==> src/rtl/fifo_burst_framer_pkg.sv <==
// Shared definitions for the FIFO burst framer: state encoding, header sync nibble
// and the pointer-difference fill level.
package fifo_burst_framer_pkg;

  typedef enum logic [2:0] {
    ST_IDLE,
    ST_HEADER,
    ST_LENGTH,
    ST_PAYLOAD,
    ST_CHECKSUM
  } state_t;

  localparam logic [3:0] SYNC_NIBBLE = 4'hA;

  // Modular subtraction so a wrapped write pointer still yields the true fill.
  function automatic logic [31:0] fill_level(input logic [31:0] wr_ptr,
                                             input logic [31:0] rd_ptr,
                                             input int          addr_w);
    logic [31:0] mask;
    mask = (32'd1 << addr_w) - 32'd1;
    return (wr_ptr - rd_ptr) & mask;
  endfunction

endpackage

==> src/rtl/fifo_burst_framer_skid.sv <==
// Two-entry byte FIFO that catches FIFO read data one cycle after the strobe and
// holds it until the output stream accepts it.
module byte_skid_buf (
  input  logic       clk,
  input  logic       reset,
  input  logic       in_valid,
  input  logic [7:0] in_data,
  input  logic       out_ready,
  output logic       out_valid,
  output logic [7:0] out_data,
  output logic [1:0] count
);

  logic [7:0] mem [2];
  logic       wr_ptr;
  logic       rd_ptr;
  logic [1:0] count_q;
  logic       push;
  logic       pop;

  assign out_valid = (count_q != 2'd0);
  assign out_data  = mem[rd_ptr];
  assign count     = count_q;
  assign pop       = out_valid && out_ready;
  assign push      = in_valid && (count_q != 2'd2 || pop);

  // NOTE: sequential state uses non-blocking assignments so every register samples
  // pre-edge values regardless of process ordering.
  always_ff @(posedge clk or negedge reset) begin
    if (!reset) begin
      wr_ptr  <= 1'b0;
      rd_ptr  <= 1'b0;
      count_q <= 2'd0;
    end else begin
      if (push) wr_ptr <= ~wr_ptr;
      if (pop)  rd_ptr <= ~rd_ptr;
      count_q <= count_q + 2'(push) - 2'(pop);
    end
  end

  // NOTE: the storage array has no reset; count_q alone decides what is valid.
  always_ff @(posedge clk) begin
    if (push) mem[wr_ptr] <= in_data;
  end

endmodule

==> src/rtl/fifo_burst_framer.sv <==
// Drains the tracking FIFO in bursts and wraps each burst as a framed byte packet:
// header, length, payload, checksum on a valid/ready byte stream.
module fifo_burst_framer
  import fifo_burst_framer_pkg::*;
#(
  parameter logic [3:0] CHAN_ID   = 4'h0,
  parameter int         MAX_BURST = 64,
  parameter int         ADDR_W    = 11
) (
  input  logic              clk,
  input  logic              reset,
  input  logic [ADDR_W-1:0] fifo_addr_in,
  input  logic [ADDR_W-1:0] fifo_addr_out,
  input  logic [7:0]        fifo_data,
  output logic              fifo_read,
  input  logic              flush,
  output logic [7:0]        m_data,
  output logic              m_valid,
  input  logic              m_ready,
  output logic              m_last,
  output logic              busy
);

  localparam logic [31:0] MAX_BURST_U = 32'(MAX_BURST);
  localparam logic [7:0]  LEN_MAX     = 8'(MAX_BURST);

  state_t            state_q, state_d;
  logic [7:0]        len_q;
  logic [7:0]        rd_cnt_q;
  logic [7:0]        sent_q;
  logic [7:0]        csum_q;
  logic              rd_pending_q;
  logic [ADDR_W-1:0] fill;
  logic              start;
  logic [7:0]        start_len;
  logic              skid_valid;
  logic [7:0]        skid_data;
  logic [1:0]        skid_count;
  logic              skid_pop;
  logic [2:0]        slots_used;

  assign fill      = ADDR_W'(fill_level(32'(fifo_addr_in), 32'(fifo_addr_out), ADDR_W));
  assign start     = (32'(fill) >= MAX_BURST_U) || (flush && fill != '0);
  assign start_len = (32'(fill) >= MAX_BURST_U) ? LEN_MAX : 8'(fill);

  assign skid_pop   = (state_q == ST_PAYLOAD) && skid_valid && m_ready;
  // Occupancy counts the byte leaving this cycle as already gone, which keeps the
  // read strobe continuous while m_ready is held high.
  assign slots_used = 3'(skid_count) + 3'(rd_pending_q) - 3'(skid_pop);
  assign fifo_read  = (state_q == ST_PAYLOAD) && (rd_cnt_q != len_q) &&
                      (fill != '0) && (slots_used < 3'd2);
  assign busy       = (state_q != ST_IDLE);

  byte_skid_buf u_skid (
    .clk       (clk),
    .reset     (reset),
    .in_valid  (rd_pending_q),
    .in_data   (fifo_data),
    .out_ready ((state_q == ST_PAYLOAD) && m_ready),
    .out_valid (skid_valid),
    .out_data  (skid_data),
    .count     (skid_count)
  );

  // NOTE: every signal written here gets a default first, so no path infers a latch.
  always_comb begin
    state_d = state_q;
    m_valid = 1'b0;
    m_data  = 8'h00;
    m_last  = 1'b0;
    case (state_q)
      ST_IDLE: begin
        if (start) state_d = ST_HEADER;
      end
      ST_HEADER: begin
        m_valid = 1'b1;
        m_data  = {SYNC_NIBBLE, CHAN_ID};
        if (m_ready) state_d = ST_LENGTH;
      end
      ST_LENGTH: begin
        m_valid = 1'b1;
        m_data  = len_q;
        if (m_ready) state_d = ST_PAYLOAD;
      end
      ST_PAYLOAD: begin
        m_valid = skid_valid;
        m_data  = skid_data;
        if (skid_pop && sent_q == len_q - 8'd1) state_d = ST_CHECKSUM;
      end
      ST_CHECKSUM: begin
        m_valid = 1'b1;
        m_data  = 8'(~csum_q + 8'd1);
        m_last  = 1'b1;
        if (m_ready) state_d = ST_IDLE;
      end
      default: state_d = ST_IDLE;
    endcase
  end

  always_ff @(posedge clk or negedge reset) begin
    if (!reset) begin
      state_q      <= ST_IDLE;
      len_q        <= 8'd0;
      rd_cnt_q     <= 8'd0;
      sent_q       <= 8'd0;
      csum_q       <= 8'd0;
      rd_pending_q <= 1'b0;
    end else begin
      state_q      <= state_d;
      rd_pending_q <= fifo_read;
      if (state_q == ST_IDLE && start) begin
        len_q    <= start_len;
        rd_cnt_q <= 8'd0;
        sent_q   <= 8'd0;
        csum_q   <= 8'd0;
      end
      if (fifo_read) rd_cnt_q <= rd_cnt_q + 8'd1;
      if (state_q == ST_LENGTH && m_ready) csum_q <= csum_q + len_q;
      if (skid_pop) begin
        csum_q <= csum_q + skid_data;
        sent_q <= sent_q + 8'd1;
      end
    end
  end

endmodule

==> config.mk <==
export PLATFORM = sky130hd
export DESIGN_NAME = fifo_burst_framer
export DESIGN_NICKNAME = d
export VERILOG_FILES = /design/src/rtl/fifo_burst_framer_pkg.sv /design/src/rtl/fifo_burst_framer_skid.sv /design/src/rtl/fifo_burst_framer.sv
export SDC_FILE = /design/constraint.sdc
export NUM_CORES = 1
export LEC_CHECK = 0
export ABC_AREA = 1
export CAP_MARGIN = 5
export CORE_MARGIN = 3
export CORE_UTILIZATION = 28
export DETAILED_ROUTE_END_ITERATION = 7
export GPL_TIMING_DRIVEN = 0
export PLACE_DENSITY = 0.48
export RECOVER_POWER = 50
export SLEW_MARGIN = 0
export SYNTH_ARGS = -nofsm -noshare
export SYNTH_HDL_FRONTEND = slang
export SYNTH_HIERARCHICAL = 1
export SYNTH_SLANG_ARGS = --single-unit
==> constraint.sdc <==
create_clock -name clk -period 3.6 [get_ports clk]
set_input_delay 0.72 -clock clk [delete_from_list [all_inputs] [get_ports clk]]
set_output_delay 0.72 -clock clk [all_outputs]
set_load 0.03 [all_outputs]
==> impl_metrics.ini <==
[finish]
syn_to_final_growth_pct = 24.7
layout-drive-gt1-share_pct = 12.4
final_area_mm2 = 0.00565
stdcell_count = 918
nNetsFinal = 775
antenna-diode-count = 0
final_common_cell = nand2_1
layout_common_cells = nand2_1, inv_1, nand3_1
nFillCells = 1640

[clocking]
clkTransAtPathRegs_ps = 80
h-tree-depth = 2
clock_latency_ps = 300
cts_buffers = 5
root_buffer = clkbuf_16
clock_sinks = 56
cts_tree = done
clockBufferDepth = 2
hold_buffers = 0

[job]
cap_violations = 1

[pwr]
power_density_mw_per_mm2 = 534
ir_worst_vdd_mv = 0.216
power_leakage_nw = 2.72

[routing]
vias = 4309
ant_nets = 0
dr.pass1.iters = 5
dr.first_iter.drc_count = 246
wire_per_inst_um = 13.6
drt_wl_total_um = 12500
vias_per_cell = 4.69
remaining_drc_errors = 0

[die]
die_area_mm2 = 0.0177
design.core.area_mm2 = 0.0155
die_w_um = 133
start_util_pct = 29.2
die_y_um = 133
io_pins = 46
placementRows = 45

[setup_path]
end_kind = output port
crit_type = input port to output port
cp.arrival_ps = 2750
required_ps = 2880
crit_path_max_fanout = 2
cp-start-kind = input port
rr_worst_depth = 24

[sta]
holdWs_ps = 318
final.setup.tns_ps = 0
hold_violations = 0
relSlewSlack_pct = -32.2
setup_slack_ps = 132
worst_pin_slew_ps = 1980
drv_slew = 36
fmax_mhz = 288
finalCritPeriodShare_pct = 96.3
skew_ps = 4.23
period_needed_ps = 3470
setup_viol = 0

[place]
dpl-instance-area_mm2 = 0.00526
gp_congestion = 0.854
hpwlAfterDp_um = 9570
placed_cells = 890
place_ws_ps = -1590
portBuffers = 45

[grt]
grt_max_degree = 36
grt_pass1_vias = 4076
grt_overflow = 0
grt_use_total_pct = 14.2
antenna_found_initial = 0
grt_pass1_wl_um = 20400

[synthesis]
synthDistinctLibCells = 39
yosysWarnings = 6
synthesis.area_mm2 = 0.00453
ys.flop_type = dfrtp_1
synth-seq-cells = 56
synth_fp_nets = 702
syn_avg_cell_area_um2 = 7.15
synth_edf_count = 16
syn_inst = 633
async_reset_ff_share_pct = 71.4
ys_seq_area_share_pct = 32.7

[run_status]
status = finished, violations left
failed_checks = capacitance limit, slew limit

[hold_path]
hold_class = input port to async pin
state kept, by name, indices dropped and copies added (netlist names):
register       count
rd_pending_q       1
csum_q             8
rd_cnt_q           8
len_q              8
u_skid/count       2
state_q            3
u_skid/rd_ptr      1
u_skid/wr_ptr      1
sent_q             8
u_skid/mem        16
where the power goes:
part / total (mW) / internal [mW] / switching [mW] / leakage (nW)
Sequential: 0.881 / 0.752 / 0.128 / 0.685
Clock: 0.499 / 0.258 / 0.240 / 0.0716
Combinational: 1.64 / 0.621 / 1.02 / 1.97
Total: 3.01 / 1.63 / 1.38 / 2.72
final timing paths:
| check | slack, ps | start | to |
|---|---|---|---|
| setup reg to reg | 230 | state_q[1]$_DFFE_PN0P_ | rd_cnt_q[2]$_DFFE_PN0P_ |
| max in group asynchronous | 1090 | reset | rd_cnt_q[3]$_DFFE_PN0P_ |
| min in group clk | 480 | u_skid/wr_ptr$_DFFE_PN0P_ | u_skid/wr_ptr$_DFFE_PN0P_ |
| hold reg to reg | 480 | u_skid/wr_ptr$_DFFE_PN0P_ | u_skid/wr_ptr$_DFFE_PN0P_ |
| setup / recovery | 130 | m_ready | fifo_read |
| hold / removal | 320 | reset | csum_q[1]$_DFFE_PN0P_ |
cells in the mapped netlist (all sizes together), types with 3 or more instances:
| cell type | instances | area [um^2] |
|---|---|---|
| nand2 | 189 | 734 |
| nand3 | 50 | 255 |
| o22ai | 3 | 18.8 |
| a21oi | 17 | 85.1 |
| nor2 | 39 | 156 |
| nor3 | 11 | 55.1 |
| fa | 4 | 80.1 |
| ha | 31 | 388 |
| xor2 | 18 | 158 |
| o211ai | 4 | 30.0 |
| buf | 7 | 53.8 |
| clkbuf | 3 | 11.3 |
| nand4 | 20 | 125 |
| xnor2 | 15 | 131 |
| nand3b | 6 | 45.0 |
| edfxtp | 16 | 480 |
| inv | 106 | 403 |
| dfrtp | 40 | 1000 |
| o21ai | 38 | 194 |
layout make-up:
cell class | count | area, um^2 | share of cell area, %
Tap cell | 211 | 264 | 4.68
Timing Repair Buffer | 66 | 603 | 10.7
Multi-Input combinational cell | 459 | 2670 | 47.2
Inverter | 108 | 417 | 7.38
Clock inverter | 3 | 17.5 | 0.310
Sequential cell | 56 | 1480 | 26.2
Buffer | 10 | 71.3 | 1.26
Clock buffer | 5 | 125 | 2.22
critical path: stages:
cell and delay (ps):
dlygate4sd2_1 230, inv_1 110, nor2_4 60, nand2_4 80, inv_4 40, buf_6 120
ha_4 200, inv_2 40, nand2_2 40, fa_2 380, xnor2_2 180, nand3_2 100
nor2_2 140, nand2_2 80, inv_2 80, buf_6 130
cells by family (layout without fill, tap and decap cells):
family,Yosys count,after routing,share of synthesized area [%]
DFF,56,56,32.7
adders and majority gates,35,35,10.3
xor gates and xnor gates,33,33,6.38
buffers and inverters,118,192,10.5
and+or+nand+nor,318,318,30.7
AOI/OAI and AO/OA,73,73,9.31
metrics by stage:
step                      power, mW  utilization [%]
final                          3.01             36.5
after global routing           3.27             36.5
after CTS                      2.97             35.8
after detailed placement       2.40             34.0
after global placement         2.37             33.9
after floorplan                1.91                -
routing by layer:
layer | track usage [%] | up-vias | routed length (um)
met5 | 0 | - | 0
met4 | 3.37 | 0 | 121
met3 | 2.53 | 13 | 556
met2 | 23.3 | 103 | 5760
met1 | 19.5 | 1991 | 6030
li1 | - | 2202 | -
what timing repair did:
item,in CTS,in global routing
buffers inserted,14,6
gates resized for setup,24,21
setup endpoints to repair,9,6
pin swaps,7,21
Note: power is estimated with default switching activity, not from simulation.
